**src/rtl/arc4_pkg.sv**
```systemverilog
// Shared ARC4 definitions: key-schedule FSM states, schedule constants and
// key-byte selection.
package arc4_pkg;

  typedef enum logic [2:0] {
    IDLE    = 3'd0,
    READ_I  = 3'd1,
    CALC_J  = 3'd2,
    READ_J  = 3'd3,
    LATCH_J = 3'd4,
    WRITE_I = 3'd5,
    WRITE_J = 3'd6
  } ksa_state_e;

  localparam int KEY_BYTES       = 3;
  localparam int CYCLES_PER_ITER = 6;

  // k0 is the most significant byte of the 24-bit key.
  function automatic logic [7:0] key_byte(input logic [23:0] key, input logic [1:0] idx);
    logic [7:0] kb;
    case (idx)
      2'd0:    kb = key[23:16];
      2'd1:    kb = key[15:8];
      2'd2:    kb = key[7:0];
      default: kb = 8'd0;
    endcase
    return kb;
  endfunction

endpackage

```
**src/rtl/ksa.sv**
```systemverilog
// ARC4 key schedule over an external 256x8 S memory with 1-cycle read latency.
// Six cycles per byte: read S[i], update j, read S[j], latch, write both.
module ksa
  import arc4_pkg::*;
(
  input  logic        clk,
  input  logic        rst,
  input  logic        en,
  output logic        rdy,
  input  logic [23:0] key,
  output logic [7:0]  addr,
  input  logic [7:0]  rddata,
  output logic [7:0]  wrdata,
  output logic        wren
);

  ksa_state_e  state_q, state_d;
  logic [7:0]  i_q, i_d;
  logic [7:0]  j_q, j_d;
  logic [1:0]  kidx_q, kidx_d;
  logic [23:0] key_q, key_d;
  logic [7:0]  si_q, si_d;
  logic [7:0]  sj_q, sj_d;
  logic        rdy_q, rdy_d;
  logic [7:0]  addr_q, addr_d;
  logic [7:0]  wrdata_q, wrdata_d;
  logic        wren_q, wren_d;

  always_comb begin
    state_d  = state_q;
    i_d      = i_q;
    j_d      = j_q;
    kidx_d   = kidx_q;
    key_d    = key_q;
    si_d     = si_q;
    sj_d     = sj_q;
    addr_d   = addr_q;
    wrdata_d = wrdata_q;
    wren_d   = 1'b0;

    case (state_q)
      IDLE: begin
        if (en && rdy_q) begin
          key_d   = key;
          i_d     = 8'd0;
          j_d     = 8'd0;
          kidx_d  = 2'd0;
          state_d = READ_I;
        end
      end
      READ_I:  state_d = CALC_J;
      CALC_J: begin
        si_d    = rddata;
        j_d     = 8'(j_q + rddata + key_byte(key_q, kidx_q));
        state_d = READ_J;
      end
      READ_J:  state_d = LATCH_J;
      LATCH_J: begin
        sj_d    = rddata;
        state_d = WRITE_I;
      end
      WRITE_I: state_d = WRITE_J;
      WRITE_J: begin
        if (i_q == 8'd255) begin
          state_d = IDLE;
        end else begin
          i_d     = i_q + 8'd1;
          kidx_d  = (kidx_q == 2'd2) ? 2'd0 : kidx_q + 2'd1;
          state_d = READ_I;
        end
      end
      default: state_d = IDLE;
    endcase

    // Memory-facing outputs are registered, so derive them from the next state.
    case (state_d)
      READ_I:  addr_d = i_d;
      READ_J:  addr_d = j_d;
      WRITE_I: begin
        addr_d   = i_d;
        wrdata_d = sj_d;
        wren_d   = 1'b1;
      end
      WRITE_J: begin
        addr_d   = j_d;
        wrdata_d = si_d;
        wren_d   = 1'b1;
      end
      default: begin
        addr_d   = addr_q;
        wrdata_d = wrdata_q;
      end
    endcase

    // rdy returns one cycle after the last write, once the FSM has settled in IDLE.
    rdy_d = (state_d == IDLE) && (state_q == IDLE);
  end

  always_ff @(posedge clk) begin
    if (rst) begin
      state_q  <= IDLE;
      i_q      <= 8'd0;
      j_q      <= 8'd0;
      kidx_q   <= 2'd0;
      key_q    <= 24'd0;
      si_q     <= 8'd0;
      sj_q     <= 8'd0;
      rdy_q    <= 1'b1;
      addr_q   <= 8'd0;
      wrdata_q <= 8'd0;
      wren_q   <= 1'b0;
    end else begin
      state_q  <= state_d;
      i_q      <= i_d;
      j_q      <= j_d;
      kidx_q   <= kidx_d;
      key_q    <= key_d;
      si_q     <= si_d;
      sj_q     <= sj_d;
      rdy_q    <= rdy_d;
      addr_q   <= addr_d;
      wrdata_q <= wrdata_d;
      wren_q   <= wren_d;
    end
  end

  assign rdy    = rdy_q;
  assign addr   = addr_q;
  assign wrdata = wrdata_q;
  assign wren   = wren_q;

endmodule

```
**config.mk**
```make
export PLATFORM = sky130hd
export DESIGN_NAME = ksa
export DESIGN_NICKNAME = d
export VERILOG_FILES = /design/src/rtl/arc4_pkg.sv /design/src/rtl/ksa.sv
export SDC_FILE = /design/constraint.sdc
export NUM_CORES = 1
export LEC_CHECK = 0
export ABC_AREA = 1
export ABC_CLOCK_PERIOD_IN_PS = 7900
export CAP_MARGIN = 20
export CELL_PAD_IN_SITES_DETAIL_PLACEMENT = 2
export CELL_PAD_IN_SITES_GLOBAL_PLACEMENT = 2
export CORE_MARGIN = 10
export CORE_UTILIZATION = 33
export CTS_CLUSTER_DIAMETER = 60
export DETAILED_ROUTE_END_ITERATION = 8
export GPL_ROUTABILITY_DRIVEN = 0
export PLACE_DENSITY_LB_ADDON = 0.1
export REMOVE_ABC_BUFFERS = 1
export SYNTH_ARGS = -nofsm -noshare
export SYNTH_HDL_FRONTEND = slang
export SYNTH_SLANG_ARGS = --single-unit
```
**constraint.sdc**
```tcl
create_clock -name clk -period 7.9 [get_ports clk]
set_input_delay 2.37 -clock clk [delete_from_list [all_inputs] [get_ports clk]]
set_output_delay 2.37 -clock clk [all_outputs]
set_load 0.02 [all_outputs]
```
==> metrics.txt, run 1 <==
# TYPE chip_impl_metric gauge
chip_impl_info{name="status",value="complete, no violations"} 1
chip_impl_metric{name="grt_max_degree",unit=""} 54
chip_impl_metric{name="hold_buffers",unit=""} 0
chip_impl_metric{name="synthToLayoutAreaGrowth",unit="%"} 22.61
chip_impl_metric{name="finalSetupViolCount",unit=""} 0
chip_impl_metric{name="combined_area_of_the_multi_input_logic_cells",unit="um2"} 1794
chip_impl_metric{name="p_leak",unit="nW"} 1.950
chip_impl_metric{name="syn_avg_cell_area",unit="um2"} 7.355
chip_impl_metric{name="p_int",unit="mW"} 0.6570
chip_impl_metric{name="seq_power_share",unit="%"} 40.5
chip_impl_metric{name="timing.clock.skew",unit="ps"} 7.203
chip_impl_metric{name="postRouteWirelength",unit="mm"} 11.34
chip_impl_metric{name="port_buffers",unit=""} 52
chip_impl_metric{name="power_density",unit="nW/um2"} 236.4
chip_impl_metric{name="die_w",unit="um"} 124.7
chip_impl_metric{name="arrival",unit="ps"} 4960
chip_impl_metric{name="tritoncts.num_buffers",unit=""} 9
chip_impl_metric{name="drt_pass1_iterations",unit=""} 4
chip_impl_metric{name="count_of_pins_over_their_slew_limit",unit=""} 0
chip_impl_metric{name="vias_in_the_first_global_route",unit=""} 3742
chip_impl_metric{name="netlist-cell-type-count",unit=""} 35
chip_impl_metric{name="synth_cells",unit=""} 492
chip_impl_metric{name="final_util",unit="%"} 41.11
chip_impl_metric{name="cts_buffer_depth",unit=""} 2
chip_impl_metric{name="post_route_fraction_of_the_period_consumed_by_the_critical_path",unit="%"} 59.39
chip_impl_metric{name="max_slew_margin",unit="%"} 50.48
chip_impl_metric{name="clock_latency",unit="ps"} 360
chip_impl_metric{name="die_area",unit="um2"} 15550
chip_impl_metric{name="synth_area",unit="um2"} 3618
chip_impl_metric{name="final_worst_path_period_need",unit="ps"} 4691
chip_impl_metric{name="share_of_synthesized_registers_carrying_an_async_set_or_reset",unit="%"} 0
chip_impl_metric{name="global_route_usage_over_all_layers",unit="%"} 14.61
chip_impl_metric{name="cp_max_fo",unit=""} 3
chip_impl_metric{name="rr_worst_depth",unit=""} 18
chip_impl_metric{name="cts_resized",unit=""} 0
chip_impl_metric{name="timing.max_cap.violations",unit=""} 0
chip_impl_info{name="kind_of_critical_path",value="in -> reg"} 1
chip_impl_info{name="yosys_most_used_dff",value="dfxtp_1"} 1
chip_impl_metric{name="final_worst_setup_slack",unit="ps"} 3209
chip_impl_metric{name="placement_rows",unit=""} 38
chip_impl_metric{name="via_count_of_the_routed_design",unit=""} 3366
chip_impl_metric{name="cp.required",unit="ps"} 8170
chip_impl_metric{name="io-pin-count",unit=""} 53
chip_impl_info{name="cts_tree",value="built"} 1
chip_impl_metric{name="tightest_slew",unit="ps"} 741.3
chip_impl_metric{name="cts.reportedPaths.clkPinSlew",unit="ps"} 80
chip_impl_metric{name="dpl_worst_slack",unit="ps"} 2856
chip_impl_metric{name="placed_cells",unit=""} 671
chip_impl_metric{name="post_cts.repair.setup_buffers",unit=""} 0
chip_impl_metric{name="drc",unit=""} 0
chip_impl_metric{name="core",unit="um2"} 10790
chip_impl_metric{name="detailedRoute.firstIterationViolations",unit=""} 121
chip_impl_metric{name="synthesis.yosys.warnings",unit=""} 0
chip_impl_info{name="min_path_type",value="reg -> reg"} 1
chip_impl_metric{name="dpl.hpwl",unit="mm"} 8.803
chip_impl_metric{name="htree_num_levels",unit=""} 3
chip_impl_metric{name="clock_power_share",unit="%"} 25.7
chip_impl_metric{name="nNetsFinal",unit=""} 592
chip_impl_info{name="worst_setup_path_start_kind",value="input pin"} 1
chip_impl_metric{name="final.fill_count",unit=""} 1272
chip_impl_metric{name="initial_core_util",unit="%"} 33.53
chip_impl_metric{name="drt-wirelength-per-cell",unit="um"} 16.51
chip_impl_info{name="grt_setup_unrepaired",value="false"} 1
chip_impl_metric{name="die_h",unit="um"} 124.7
chip_impl_metric{name="global_route.overflow_total",unit=""} 0
chip_impl_info{name="timing.critical_path.to_type",value="register"} 1
chip_impl_metric{name="avgViaCountPerCell",unit=""} 4.900
chip_impl_metric{name="power_switching",unit="mW"} 0.3919
chip_impl_metric{name="grt_first_pass_wirelength",unit="mm"} 18.79
chip_impl_metric{name="antenna_cells_inserted",unit=""} 0
chip_impl_metric{name="switching_share",unit="%"} 37.36
chip_impl_metric{name="final_antenna_net_count",unit=""} 0
chip_impl_metric{name="power.share.combinational",unit="%"} 33.8
chip_impl_metric{name="storage_element_area",unit="um2"} 1421
chip_impl_metric{name="setup_total_negative_slack",unit="ps"} 0
chip_impl_metric{name="hold_path_depth",unit=""} 2
chip_impl_info{name="root_buffer",value="clkbuf_8"} 1
chip_impl_metric{name="numClockSinks",unit=""} 71
chip_impl_metric{name="max-vdd-ir-drop",unit="mV"} 0.08266
chip_impl_metric{name="antenna_violations_before_repair",unit=""} 0
chip_impl_metric{name="synth_enable_flop_cells",unit=""} 0
chip_impl_metric{name="hold_violation_count_in_the_final_report",unit=""} 0
chip_impl_metric{name="drive_gt1_share",unit="%"} 7.495
chip_impl_metric{name="synth.ff_latch_count",unit=""} 71
chip_impl_metric{name="max_freq",unit="GHz"} 0.2132
chip_impl_metric{name="layout.cells.non_filler",unit=""} 687
chip_impl_metric{name="synth-seq-area-share",unit="%"} 39.28
## synthesized netlist by cell type, types with 7 or more instances
library cell / number / share of area, %
fa_1: 8 / 4.4
dfxtp_1: 71 / 39
clkbuf_1: 11 / 1.1
nand2_1: 87 / 9.0
inv_1: 80 / 8.3
nor2_1: 38 / 3.9
nand3_1: 36 / 5.0
a211oi_1: 10 / 2.1
a21oi_1: 39 / 5.4
ha_1: 7 / 2.4
o21ai_0: 43 / 5.9
inv_2: 7 / 0.73
## power groups by stage
stage          Sequential, mW  Clock [mW]  Combinational [mW]
2_1_floorplan           0.436           0               0.228
3_3_place_gp            0.432           0               0.341
3_5_place_dp            0.434           0               0.357
4_1_cts                 0.426       0.280               0.362
5_1_grt                 0.430       0.295               0.407
6_report                0.424       0.270               0.355
## routing by layer
metal | track usage, % | up-vias | part of all wire (%) | routed length, um
li1 | - | 1690 | - | -
met1 | 17.09 | 1619 | 45 | 5145
met2 | 25.43 | 46 | 50 | 5669
met3 | 2.894 | 11 | 3.2 | 364
met4 | 5.826 | 0 | 1.4 | 162
met5 | 0 | - | 0 | 0
## final cells by class
class	instances	area share, %
Timing Repair Buffer	54	12.07
Clock buffer	12	3.497
Inverter	88	7.558
Multi-Input combinational cell	318	40.44
Clock inverter	4	0.4512
Sequential cell	71	32.04
Tap cell	140	3.948
## layout by cell type (no fill, tap or decap), types with 4 or more instances in the layout
| master | synthesis | final |
|---|---|---|
| o21ai_0 | 43 | 43 |
| clkdlybuf4s50_1 | 0 | 52 |
| mux2i_1 | 6 | 6 |
| nand3_1 | 36 | 36 |
| fa_1 | 8 | 8 |
| clkinv_2 | 0 | 4 |
| nor2_1 | 38 | 38 |
| nor3_1 | 4 | 4 |
| a211oi_1 | 10 | 10 |
| o221ai_1 | 6 | 6 |
| dfxtp_1 | 71 | 71 |
| inv_2 | 7 | 7 |
| o21ai_1 | 4 | 4 |
| nand2_1 | 87 | 87 |
| o22ai_1 | 4 | 4 |
| clkbuf_8 | 0 | 11 |
| ha_1 | 7 | 7 |
| a21oi_1 | 39 | 39 |
| inv_1 | 80 | 80 |
## final timing paths
path / from / end / slack (ps)
max: rddata[1] / addr[5] / 3210
min: key_q[8] / key_q[8] / 450
max reg2reg: kidx_q[0] / addr[5] / 4500
min reg2reg: key_q[8] / key_q[8] / 450
## cell families (layout without fill, tap and decap cells)
| family | count (synthesis) | in the layout | share of synthesized area (%) |
|---|---|---|---|
| buf+inv | 103 | 158 | 11.13 |
| flops | 71 | 71 | 39.28 |
| xor+xnor | 2 | 2 | 0.4842 |
| mux | 6 | 6 | 1.660 |
| simple gates | 186 | 186 | 23.86 |
| fa+ha+maj | 15 | 15 | 6.846 |
| compound gates | 109 | 109 | 16.74 |
## through the flow
| stage | hold WS [ps] | power, mW | area, um2 |
|---|---|---|---|
| 2_1_floorplan | 425.6 | 0.6639 | 3551 |
| 3_3_place_gp | 434.6 | 0.7732 | 4262 |
| 3_5_place_dp | 443.9 | 0.7917 | 4262 |
| 4_1_cts | 455.8 | 1.068 | 4437 |
| 5_1_grt | 479.8 | 1.132 | 4437 |
| 6_report | 447.5 | 1.049 | 4437 |
## flip-flops by register name (all words and copies together), names as in the netlist
name and count:
state_q 3, wren 1, si_q 8, i_q 8
wrdata 8, addr 8, rdy 1, key_q 24
j_q 8, kidx_q 2
## worst max-delay path: stages
cell and delay, ps:
clkdlybuf4s50_1 470, inv_1 90, fa_1 540, inv_1 40, ha_1 230, fa_1 430, inv_1 100, nor2_1 60
nor3_1 160, nand3b_1 160, nand2_1 60, nand2_1 50, nand3_1 80, nand2_1 60, inv_1 30
Power figures use the tool's default switching activity.
==> inputs of run 2 (changes only) <==
- ABC_CLOCK_PERIOD_IN_PS: 7900 -> 4100
- CORE_UTILIZATION: 33 -> 28
- clock period: 7.9 -> 4.1 ns (I/O delays scaled with it)
==> run 2 against run 1 <==
Against the previous run: final cell count up 4.7%; non-clock buffer count up 2; combinational power up 94%; first-iteration DRC count down 28%; utilization down 4.8 points; wire length up 2.0%; clock skew down 3.1 ps; die area up 15%; clock-buffer cell count up 1; final area up 3.3%; global-route usage down 1.3 points; sequential share of layout area down 1.0 points; largest cell class unchanged; largest power group unchanged.
==> metrics.txt, run 2 (same netlist as run 1, synthesis figures left out) <==
# TYPE chip_impl_metric gauge
chip_impl_info{name="status",value="complete, no violations"} 1
chip_impl_metric{name="largest_register_ffs",unit=""} 24
chip_impl_info{name="worst_setup_path_startpoint",value="rddata[1]"} 1
chip_impl_metric{name="via_count_of_the_routed_design",unit=""} 3429
chip_impl_metric{name="grt_max_degree",unit=""} 53
chip_impl_metric{name="cp.required",unit="ps"} 4360
chip_impl_info{name="root_buffer",value="clkbuf_16"} 1
chip_impl_metric{name="hold_violation_count_in_the_final_report",unit=""} 0
chip_impl_info{name="grt_setup_unrepaired",value="false"} 1
chip_impl_metric{name="core",unit="um2"} 12620
chip_impl_metric{name="combined_area_of_the_multi_input_logic_cells",unit="um2"} 1794
chip_impl_metric{name="antenna_violations_before_repair",unit=""} 0
chip_impl_metric{name="clock_latency",unit="ps"} 340
chip_impl_metric{name="final.fill_count",unit=""} 1536
chip_impl_metric{name="post_cts.repair.setup_buffers",unit=""} 0
chip_impl_metric{name="die_area",unit="um2"} 17870
chip_impl_info{name="largest_register",value="key_q"} 1
chip_impl_metric{name="initial_core_util",unit="%"} 28.67
chip_impl_metric{name="dpl.hpwl",unit="mm"} 8.806
chip_impl_info{name="min_path_type",value="reg -> reg"} 1
chip_impl_info{name="cts_tree",value="built"} 1
chip_impl_metric{name="nNetsFinal",unit=""} 594
chip_impl_metric{name="cts_buffer_depth",unit=""} 2
chip_impl_metric{name="avgViaCountPerCell",unit=""} 4.769
chip_impl_metric{name="global_route.overflow_total",unit=""} 0
chip_impl_metric{name="storage_element_area",unit="um2"} 1421
chip_impl_metric{name="tightest_slew",unit="ps"} 466.2
chip_impl_info{name="regToRegStartpoint",value="kidx_q[1]"} 1
chip_impl_metric{name="arrival",unit="ps"} 3800
chip_impl_metric{name="totalPowerFinal",unit="mW"} 2.235
chip_impl_info{name="timing.critical_path.to_type",value="register"} 1
chip_impl_metric{name="count_of_pins_over_their_slew_limit",unit=""} 0
chip_impl_metric{name="vias_in_the_first_global_route",unit=""} 3786
chip_impl_metric{name="tritoncts.num_buffers",unit=""} 9
chip_impl_metric{name="postRouteWirelength",unit="mm"} 11.57
chip_impl_metric{name="die_h",unit="um"} 133.7
chip_impl_info{name="worst_setup_path_start_kind",value="input pin"} 1
chip_impl_metric{name="antenna_cells_inserted",unit=""} 0
chip_impl_metric{name="drive_gt1_share",unit="%"} 7.313
chip_impl_metric{name="final_worst_path_period_need",unit="ps"} 3533
chip_impl_metric{name="max_freq",unit="GHz"} 0.2830
chip_impl_metric{name="p_leak",unit="nW"} 1.995
chip_impl_metric{name="htree_num_levels",unit=""} 3
chip_impl_metric{name="cts.reportedPaths.clkPinSlew",unit="ps"} 60
chip_impl_metric{name="power_density",unit="nW/um2"} 487.7
chip_impl_metric{name="drt_pass1_iterations",unit=""} 4
chip_impl_metric{name="setup_total_negative_slack",unit="ps"} 0
chip_impl_metric{name="cp_max_fo",unit=""} 3
chip_impl_info{name="final_cell_mix",value="nand2_1, inv_1, dfxtp_1"} 1
chip_impl_metric{name="post_route_fraction_of_the_period_consumed_by_the_critical_path",unit="%"} 86.17
chip_impl_info{name="kind_of_critical_path",value="in -> reg"} 1
chip_impl_metric{name="port_buffers",unit=""} 52
chip_impl_metric{name="global_route_usage_over_all_layers",unit="%"} 13.28
chip_impl_metric{name="max-vdd-ir-drop",unit="mV"} 0.1388
chip_impl_metric{name="die_w",unit="um"} 133.7
chip_impl_metric{name="final_antenna_net_count",unit=""} 0
chip_impl_metric{name="io-pin-count",unit=""} 53
chip_impl_metric{name="synthToLayoutAreaGrowth",unit="%"} 26.63
chip_impl_metric{name="grt_first_pass_wirelength",unit="mm"} 19.02
chip_impl_metric{name="numClockSinks",unit=""} 71
chip_impl_metric{name="placement_rows",unit=""} 41
chip_impl_metric{name="drc",unit=""} 0
chip_impl_metric{name="finalSetupViolCount",unit=""} 0
chip_impl_info{name="crit_path_end",value="addr[7]"} 1
chip_impl_metric{name="cts_resized",unit=""} 0
chip_impl_metric{name="finalHoldWorstSlack",unit="ps"} 447.2
chip_impl_info{name="layout.cells.most_common",value="nand2_1"} 1
chip_impl_metric{name="ff2ff_setup_slack",unit="ps"} 1000
chip_impl_info{name="critical_path.reg2reg.endpoint",value="addr[7]"} 1
chip_impl_metric{name="timing.max_cap.violations",unit=""} 0
chip_impl_metric{name="rr_worst_depth",unit=""} 18
chip_impl_metric{name="max_slew_margin",unit="%"} 68.92
chip_impl_metric{name="hold_buffers",unit=""} 0
chip_impl_metric{name="timing.clock.skew",unit="ps"} 4.133
chip_impl_metric{name="drt-wirelength-per-cell",unit="um"} 16.09
chip_impl_metric{name="detailedRoute.firstIterationViolations",unit=""} 87
-- run 2: cell types whose count changed in the layout (fill, tap and decap cells not counted), sizes merged --
cell,before,now
buf,2,4
clkbuf,12,13
clkinv,4,1
-- run 2: how the worst min path moves through the flow --
stage / start / cells past startpoint / to
floorplan: key_q[10] / 2 / key_q[10]
global placement: key_q[10] / 2 / key_q[10]
detailed placement: key_q[11] / 2 / key_q[11]
CTS: key_q[11] / 2 / key_q[11]
global route: key_q[10] / 2 / key_q[10]
finish: key_q[11] / 2 / key_q[11]
-- run 2: power breakdown --
group          switching (mW)  internal, mW
Combinational           0.438         0.251
Clock                   0.291         0.435
Sequential             0.0471         0.772
-- run 2: worst max-delay path: stages --
cell and delay [ps]:
clkdlybuf4s50_1 450, inv_1 80, fa_1 540, inv_1 40, ha_1 230, fa_1 420, inv_1 90, nor3_1 50
nor2_1 160, inv_1 60, nand2_1 70, nand3_1 100, nand2_1 90, nand2_1 50, a21oi_1 130
-- run 2: area by class of cell --
cell class | count | share of cell area (%)
Multi-Input combinational cell | 318 | 39.16
Inverter | 88 | 7.318
Timing Repair Buffer | 56 | 12.02
Tap cell | 172 | 4.697
Sequential cell | 71 | 31.02
Clock buffer | 13 | 5.680
Clock inverter | 1 | 0.1092
-- run 2: stage by stage --
stage,worst slack (ps),utilization [%],instance area (um2),cells
floorplan,881.1,-,3551,477
global placement,300.9,34.21,4317,705
detailed placement,230.6,34.21,4317,705
CTS,587.2,36.31,4582,719
global route,308.0,36.31,4582,719
finish,567.0,36.31,4582,719
-- run 2: metal layers --
metal | wire, um | part of all wire [%] | global-route usage [%] | up-vias
met5 | 0 | 0 | 0 | -
met4 | 146 | 1.3 | 5.018 | 0
met3 | 324 | 2.8 | 2.707 | 13
met2 | 5633 | 49 | 22.88 | 52
met1 | 5466 | 47 | 15.84 | 1666
li1 | - | - | - | 1698
